`config.mk`:
```
export PLATFORM = sky130hd
export DESIGN_NAME = fifoc2mac
export DESIGN_NICKNAME = d
export VERILOG_FILES = /design/src/rtl/fifoc2mac.sv
export SDC_FILE = /design/constraint.sdc
export NUM_CORES = 1
export LEC_CHECK = 0
export ABC_AREA = 1
export CORE_MARGIN = 1.5
export CORE_UTILIZATION = 50
export CTS_CLUSTER_DIAMETER = 200
export DETAILED_ROUTE_END_ITERATION = 10
export HOLD_SLACK_MARGIN = 0.15
export PLACE_DENSITY = 0.82
export SLEW_MARGIN = 30
export SYNTH_ARGS = -nofsm -noshare
export SYNTH_HDL_FRONTEND = slang
export SYNTH_SLANG_ARGS = --single-unit
```
`constraint.sdc`:
```
create_clock -name clk -period 2 [get_ports clk]
set_input_delay 0.6 -clock clk [delete_from_list [all_inputs] [get_ports clk]]
set_output_delay 0.6 -clock clk [all_outputs]
set_load 0.01 [all_outputs]
```
`src/rtl/fifoc2mac.sv`:
```
// UDP transmit-side FIFO reader: waits for a full packet in the payload FIFO,
// requests a MAC transmit slot, then streams exactly tx_len bytes to udp_txd.
module fifoc2mac #(
  parameter int LEN_W   = 12,
  parameter int MAX_LEN = 1472
) (
  input  logic             clk,
  input  logic             rst_n,
  input  logic             fs,
  output logic             fd,
  input  logic [LEN_W-1:0] tx_len,
  output logic             err,
  input  logic [7:0]       fifo_rxd,
  output logic             fifo_rxen,
  input  logic [LEN_W:0]   fifo_cnt,
  output logic             flag_udp_tx_req,
  input  logic             flag_udp_tx_prep,
  output logic [15:0]      udp_tx_len,
  output logic             udp_txen,
  output logic [7:0]       udp_txd
);

  typedef enum logic [2:0] {
    S_IDLE, S_LATCH, S_WAIT_DATA, S_REQ, S_SEND, S_DRAIN, S_DONE
  } state_t;

  state_t           state_q;
  logic [LEN_W-1:0] len_q;
  logic [LEN_W-1:0] cnt_q;
  logic             fd_q;
  logic             err_q;
  logic             req_q;
  logic             rxen_q;
  logic             rdv_q;
  logic             txen_q;
  logic [7:0]       txd_q;
  logic [15:0]      txlen_q;
  logic             len_ok;

  assign len_ok = (tx_len != '0) && (tx_len <= LEN_W'(MAX_LEN));

  always_ff @(posedge clk or negedge rst_n) begin
    if (!rst_n) begin
      state_q <= S_IDLE;
      len_q   <= '0;
      cnt_q   <= '0;
      fd_q    <= 1'b0;
      err_q   <= 1'b0;
      req_q   <= 1'b0;
      rxen_q  <= 1'b0;
      rdv_q   <= 1'b0;
      txen_q  <= 1'b0;
      txd_q   <= 8'h00;
      txlen_q <= 16'h0000;
    end else begin
      // FIFO data arrives one cycle after the read; one more register stage to the MAC.
      rdv_q  <= rxen_q;
      txen_q <= rdv_q;
      txd_q  <= rdv_q ? fifo_rxd : 8'h00;

      case (state_q)
        S_IDLE: begin
          if (fs) state_q <= S_LATCH;
        end
        S_LATCH: begin
          len_q   <= tx_len;
          txlen_q <= {{(16-LEN_W){1'b0}}, tx_len};
          if (!len_ok) begin
            err_q   <= 1'b1;
            fd_q    <= 1'b1;
            state_q <= S_DONE;
          end else begin
            state_q <= S_WAIT_DATA;
          end
        end
        S_WAIT_DATA: begin
          if (fifo_cnt >= {1'b0, len_q}) begin
            req_q   <= 1'b1;
            state_q <= S_REQ;
          end
        end
        S_REQ: begin
          if (flag_udp_tx_prep) begin
            req_q   <= 1'b0;
            rxen_q  <= 1'b1;
            cnt_q   <= '0;
            state_q <= S_SEND;
          end
        end
        S_SEND: begin
          cnt_q <= cnt_q + LEN_W'(1);
          if (cnt_q == len_q - LEN_W'(1)) begin
            rxen_q  <= 1'b0;
            state_q <= S_DRAIN;
          end
        end
        S_DRAIN: begin
          // rdv_q low means the final byte is on udp_txd this cycle.
          if (!rdv_q) begin
            fd_q    <= 1'b1;
            state_q <= S_DONE;
          end
        end
        S_DONE: begin
          if (!fs) begin
            fd_q    <= 1'b0;
            err_q   <= 1'b0;
            txlen_q <= 16'h0000;
            cnt_q   <= '0;
            state_q <= S_IDLE;
          end
        end
        default: state_q <= S_IDLE;
      endcase
    end
  end

  assign fd              = fd_q;
  assign err             = err_q;
  assign fifo_rxen       = rxen_q;
  assign flag_udp_tx_req = req_q;
  assign udp_tx_len      = txlen_q;
  assign udp_txen        = txen_q;
  assign udp_txd         = txd_q;

endmodule

```
==> results of run 1 <==
==> state kept, by name, indices dropped and copies added (netlist names) <==
register         cells
fd                   1
udp_txd              8
cnt_q               12
err                  1
flag_udp_tx_req      1
udp_tx_len          12
rdv_q                1
fifo_rxen            1
len_q               12
udp_txen             1
state_q              3
==> worst min-delay path by stage <==
stage | startpoint | end
after floorplan | rst_n | cnt_q[0]
after global placement | fifo_rxen | rdv_q
after detailed placement | fifo_rxen | rdv_q
after CTS | rst_n | cnt_q[6]
after global routing | rst_n | len_q[2]
final | rst_n | cnt_q[3]
==> area by class of cell <==
| cell class | count | area (um^2) |
|---|---|---|
| clock buffers | 7 | 86.3 |
| clock inverters | 1 | 30.0 |
| fillers | 417 | 1690 |
| inverters | 58 | 219 |
| multi-input cells | 293 | 1750 |
| flip-flops and latches | 53 | 1330 |
| well taps | 75 | 93.8 |
| repair buffers | 84 | 792 |
==> worst max-delay path: cells and delay by family, from the launching register on <==
kind | cells | cell delay [ps]
simple gates | 7 | 620
buf+inv | 3 | 340
fa+ha+maj | 1 | 230
compound gates | 2 | 230
flops | 1 | 390
==> cell usage in the layout (no fill, tap or decap), drive strengths merged, types with 2 or more instances in the layout <==
cell type / n
ha: 14
conb: 4
nand3: 37
dlygate4sd2: 8
a21oi: 15
buf: 24
nor2: 46
dfrtp: 53
clkbuf: 7
nand3b: 2
or2: 2
o21ai: 30
dlymetal6s2s: 3
nand4: 7
o22ai: 2
xnor2: 4
xor2: 9
nor4: 2
nor3: 8
nand2: 110
inv: 57
clkdlybuf4s50: 48
==> per-stage QoR <==
stage | util (%) | std cells | hold WS, ps | worst slack [ps] | power, W
detailed placement | 65.7 | 559 | 434 | -795 | 0.00471
floorplan | - | 414 | 304 | 111 | 0.00365
global placement | 65.7 | 559 | 405 | -428 | 0.00460
finish | 71.8 | 571 | 259 | 81.2 | 0.00598
global route | 71.8 | 571 | 280 | -74.6 | 0.00643
CTS | 69.8 | 570 | 279 | 11.4 | 0.00566
==> kinds of logic after synthesis <==
| family | synth area share (%) |
|---|---|
| flip-flops | 42.3 |
| buffers and inverters | 8.98 |
| AO/OA/AOI/OAI | 7.82 |
| other | 0.120 |
| XOR/XNOR | 3.63 |
| adder cells (fa/ha/maj) | 5.59 |
| AND/OR/NAND/NOR | 31.6 |
==> power by group through the flow <==
stage               clock [W]  sequential (W)  combinational, W
floorplan                   0         0.00181           0.00184
global route         0.000811         0.00186           0.00375
finish               0.000757         0.00181           0.00341
detailed placement          0         0.00181           0.00290
global placement            0         0.00180           0.00279
CTS                  0.000764         0.00180           0.00310
==> timing repair <==
| item | 4_1_cts | 5_1_grt |
|---|---|---|
| setup endpoints to repair | 4 | 6 |
| gates cloned | 0 | 0 |
| pin swaps | 18 | 14 |
| buffers inserted | 3 | 1 |
| resized for setup | 30 | 25 |
==> routing by layer <==
metal / GRT usage [%] / vias up / routed length, um
met2: 42.8 / 170 / 4220
li1: - / 1475 / -
met3: 5.71 / 43 / 680
met4: 11.2 / 0 / 366
met1: 32.5 / 1453 / 3450
met5: 0 / - / 0
==> impl_metrics.py, run 1 <==
metrics = {
    "floorplanning": {
        "rows": 28,
        "start_util_pct": 52.3,
        "io_pins": 66,
        "core_um2": 5990,
        "die_w_um": 82.2,
        "die_y_um": 82.2,
        "die_area_um2": 6760,
    },
    "clock_network": {
        "cts_sinks": 53,
        "hold_buffers": 0,
        "clk-insertion-delay-late_ps": 310,
        "cts_buffers": 5,
        "clockBufferDepth": 2,
        "htreeDepth": 2,
        "path_clk_slew_ps": 90,
        "cts_tree": "done",
        "cts_root_buf": "clkbuf_8",
    },
    "global_routing": {
        "grt_overflow": 0,
        "grt_pass1_vias": 2936,
        "grt_util_all_layers_pct": 25.9,
        "grt_max_degree": 54,
        "grt_pass1_wl_um": 13300,
        "antenna_found_initial": 0,
    },
    "routing": {
        "drtAntennaViolNets": 0,
        "routed_wirelength_um": 8720,
        "drtIter0Drc": 259,
        "wl_per_cell_um": 15.3,
        "drc": 0,
        "dr.pass1.iters": 5,
        "via_count": 3141,
        "vias_per_cell": 5.50,
    },
    "yosys": {
        "netlist_area_um2": 3140,
        "yosys.area.top_type": "dfrtp_1",
        "synth_ff_type": "dfrtp_1",
        "synth_top_area_share_pct": 42.3,
        "synth-edff-count": 0,
        "syn_inst": 411,
        "postSynth.asyncResetShare_pct": 100,
        "yosysWarnings": 0,
        "synth_most_common_cell": "nand2_1",
        "ys_ff_latch": 53,
        "synth.distinct_cells": 35,
        "yosysSeqAreaShare_pct": 42.3,
        "yosys-top-cells-area": "dfrtp_1, nand2_1, inv_1",
        "synth_common_cells": "nand2_1, dfrtp_1, inv_1",
        "syn_area_per_cell_um2": 7.63,
    },
    "sta": {
        "slew_violations": 0,
        "layout_min_cycle_time_ps": 1920,
        "skew_ps": 5.02,
        "hold_violations": 0,
        "max_freq_mhz": 521,
        "setup_viol": 0,
        "fin_tns_setup_ps": 0,
        "post-route-period-util_pct": 95.9,
    },
    "cells_and_area": {
        "drive_gt1_share_pct": 16.5,
        "nets": 546,
        "syn_to_final_growth_pct": 37.2,
        "diodes": 0,
        "final_area_um2": 4300,
    },
    "critical_path": {
        "crit_path_start": "len_q[11]",
        "reg2reg_slack_ps": 80,
        "reg2regPathDepth": 13,
        "worst-path-max-fanout": 4,
        "rr_startpoint": "len_q[11]",
        "path_cells": "inv_1 > ha_4 > inv_1 > nor2_2 > buf_4 > o21ai_1 > nand2_1 > a21oi_2 > nand3_4 > nor2_4 > nor2_4 > nand3_1 > nand2_1",
        "cp.arrival_ps": 2130,
        "critPathCaptureType": "flip-flop",
        "endpoint": "state_q[0]",
        "critPathRequiredTime_ps": 2210,
        "worstSetupStartpointType": "flip-flop",
        "worstReg2RegEnd": "state_q[0]",
        "crit_path_top_delay_cell": "dfrtp_1",
        "worstSetupPathType": "reg2reg",
        "max_stage_delay_ps": 390,
    },
    "place": {
        "gp_congestion": 0.946,
        "dp_hpwl_um": 5980,
        "port_buffers": 61,
        "place_area_um2": 3940,
    },
    "outcome": {
        "status": "complete, no violations",
    },
    "job": {
        "max_cap_violations": 0,
    },
    "power_and_ir_drop": {
        "pwr-share-seq_pct": 30.3,
        "leakagePower_nw": 2.10,
        "p_comb_share_pct": 57.0,
        "pwr_density_cell_nw_per_um2": 1390,
        "p_sw_share_pct": 44.1,
        "p_int_w": 0.00334,
        "power_frac_clock_pct": 12.7,
        "vdd_drop_max_mv": 0.854,
        "switchingPower_w": 0.00264,
    },
    "hold_path": {
        "min_path_type": "in2async",
    },
}
No activity file was read; power rests on OpenSTA's default activity.
==> run 2, diff against run 1 <==
Settings changed: HOLD_SLACK_MARGIN 0.15 to 0.02.
==> results of run 2 <==
Same layout as run 1: the final DEF is identical, and so are final timing and power.
==> run 3, diff against run 2 <==
Settings changed: RECOVER_POWER set to 50, SKIP_CTS_REPAIR_TIMING set to 1.
==> run 3 against run 2 <==
Register-to-register slack worse by 20 ps. Design area is essentially flat. Power increased by 0.23%. Sequential power is essentially flat. Utilization is essentially flat. Clock skew rose by 0.65 ps. Sequential share of layout area about the same. Critical path type is now in2reg.
==> impl_metrics.py, run 3 (synthesis results as in run 1) <==
metrics = {
    "outcome": {
        "status": "complete, no violations",
    },
    "power_and_ir_drop": {
        "pwr-share-seq_pct": 30.4,
        "p_sw_share_pct": 44.6,
        "power_frac_clock_pct": 12.8,
        "p_int_w": 0.00332,
        "pwr_density_cell_nw_per_um2": 1390,
        "vdd_drop_max_mv": 0.845,
        "power.total_w": 0.00600,
        "leakagePower_nw": 2.15,
        "p_comb_share_pct": 56.9,
        "switchingPower_w": 0.00267,
    },
    "sta": {
        "skew_ps": 5.67,
        "worstMarginPinSlew_ps": 1310,
        "post-route-period-util_pct": 99.2,
        "slew_violations": 0,
        "setup_viol": 0,
        "hold_violations": 0,
        "whs_ps": 464,
        "worst_slack_ps": 16.6,
        "max_freq_mhz": 504,
        "slew_headroom_pct": 12.7,
        "layout_min_cycle_time_ps": 1980,
        "fin_tns_setup_ps": 0,
        "rsz0062_at_grt": "true",
    },
    "global_routing": {
        "grt_pass1_wl_um": 12600,
        "grt_util_all_layers_pct": 24.6,
        "antenna_found_initial": 0,
        "grt_overflow": 0,
        "grt_pass1_vias": 2820,
        "grt_max_degree": 54,
    },
    "clock_network": {
        "cts_sinks": 53,
        "cts_root_buf": "clkbuf_8",
        "clk-insertion-delay-late_ps": 320,
        "cts_buffers": 5,
        "clockBufferDepth": 2,
        "cts_tree": "done",
        "htreeDepth": 2,
        "path_clk_slew_ps": 90,
    },
    "routing": {
        "drtAntennaViolNets": 0,
        "routed_wirelength_um": 8880,
        "drc": 0,
        "vias_per_cell": 5.50,
        "wl_per_cell_um": 15.6,
        "dr.pass1.iters": 5,
        "drtIter0Drc": 257,
        "via_count": 3127,
    },
    "floorplanning": {
        "rows": 28,
        "die_y_um": 82.2,
        "core_um2": 5990,
        "start_util_pct": 52.3,
        "io_pins": 66,
        "die_area_um2": 6760,
        "die_w_um": 82.2,
    },
    "critical_path": {
        "critPathRequiredTime_ps": 2210,
        "worstReg2RegEnd": "state_q[2]",
        "crit_buf_inv": 1,
        "crit_path_start": "fifo_cnt[1]",
        "worstSetupStartpointType": "input pin",
        "cp.arrival_ps": 2190,
        "worstSetupPathType": "in2reg",
        "critPathCaptureType": "flip-flop",
        "reg2reg_slack_ps": 60,
        "crit_path_top_delay_cell": "clkdlybuf4s50_1",
        "cpLargestDelayFamily": "simple AND/OR/NAND/NOR gates",
        "worst-path-max-fanout": 4,
        "max_stage_delay_ps": 410,
        "reg2regPathDepth": 13,
        "path_cells": "clkdlybuf4s50_1 > ha_1 > a21oi_2 > o21ai_2 > o21ai_2 > nand3_4 > nor2_4 > nor2_4 > nand3_1 > nand2_1",
        "rr_startpoint": "len_q[11]",
    },
    "cells_and_area": {
        "drive_gt1_share_pct": 15.8,
        "syn_to_final_growth_pct": 37.2,
        "final_common_cell": "nand2_1",
        "final_area_um2": 4300,
        "nets": 544,
        "n_fill_cell": 429,
        "diodes": 0,
        "final_cell_mix": "nand2_1, dfrtp_1, inv_1, clkdlybuf4s50_1, nor2_1",
    },
    "hold_path": {
        "hold_path_end": "rdv_q",
        "hp-start": "fifo_rxen",
        "holdPathStages": 0,
        "min_path_type": "reg2reg",
    },
    "place": {
        "dp_hpwl_um": 5980,
        "post-place-ws_ps": -795,
        "gp_congestion": 0.946,
        "place_area_um2": 3940,
        "port_buffers": 61,
    },
    "job": {
        "max_cap_violations": 0,
    },
}
[run 3: cell count changes in the layout (fill, tap and decap cells not counted), moves of 2 or more]
| cell | before | now |
|---|---|---|
| dlygate4sd2_1 | 8 | 0 |
| dlygate4sd3_1 | 0 | 8 |
| dlymetal6s2s_1 | 3 | 11 |
| clkdlybuf4s50_1 | 48 | 41 |
| o21ai_0 | 20 | 22 |
| o21ai_1 | 8 | 6 |
[run 3: power groups by stage]
stage	registers (W)	logic (W)	clock network [W]
after detailed placement	0.00181	0.00290	0
after global routing	0.00186	0.00375	0.000816
after CTS	0.00180	0.00293	0.000764
after global placement	0.00180	0.00279	0
final	0.00182	0.00341	0.000765
after floorplan	0.00181	0.00184	0
[run 3: final cells by class]
type / count / area [um^2] / share of cell area (%)
Clock buffer: 7 / 86.3 / 2.01
Timing Repair Buffer: 82 / 788 / 18.3
Sequential cell: 53 / 1330 / 30.8
Multi-Input combinational cell: 293 / 1760 / 40.8
Clock inverter: 1 / 30.0 / 0.698
Inverter: 58 / 219 / 5.09
Tap cell: 75 / 93.8 / 2.18
[run 3: stage by stage]
stage | instances | util, %
after floorplan | 414 | -
after global placement | 559 | 65.7
after detailed placement | 559 | 65.7
after CTS | 567 | 67.7
after global routing | 569 | 71.8
final | 569 | 71.8
[run 3: metal layers]
metal	GRT usage [%]	vias to the layer above	routed length [um]
li1	-	1467	-
met1	31.9	1480	3720
met2	41.1	152	4310
met3	4.84	28	597
met4	7.80	0	244
met5	0	-	0
[run 3: how the worst max path moves through the flow]
stage	end	depth (start not counted)	slack, ps
after floorplan	state_q[2]	12	110
after global placement	state_q[2]	13	-430
after detailed placement	state_q[2]	13	-800
after CTS	state_q[2]	13	-470
after global routing	state_q[2]	13	-110
final	state_q[1]	10	20
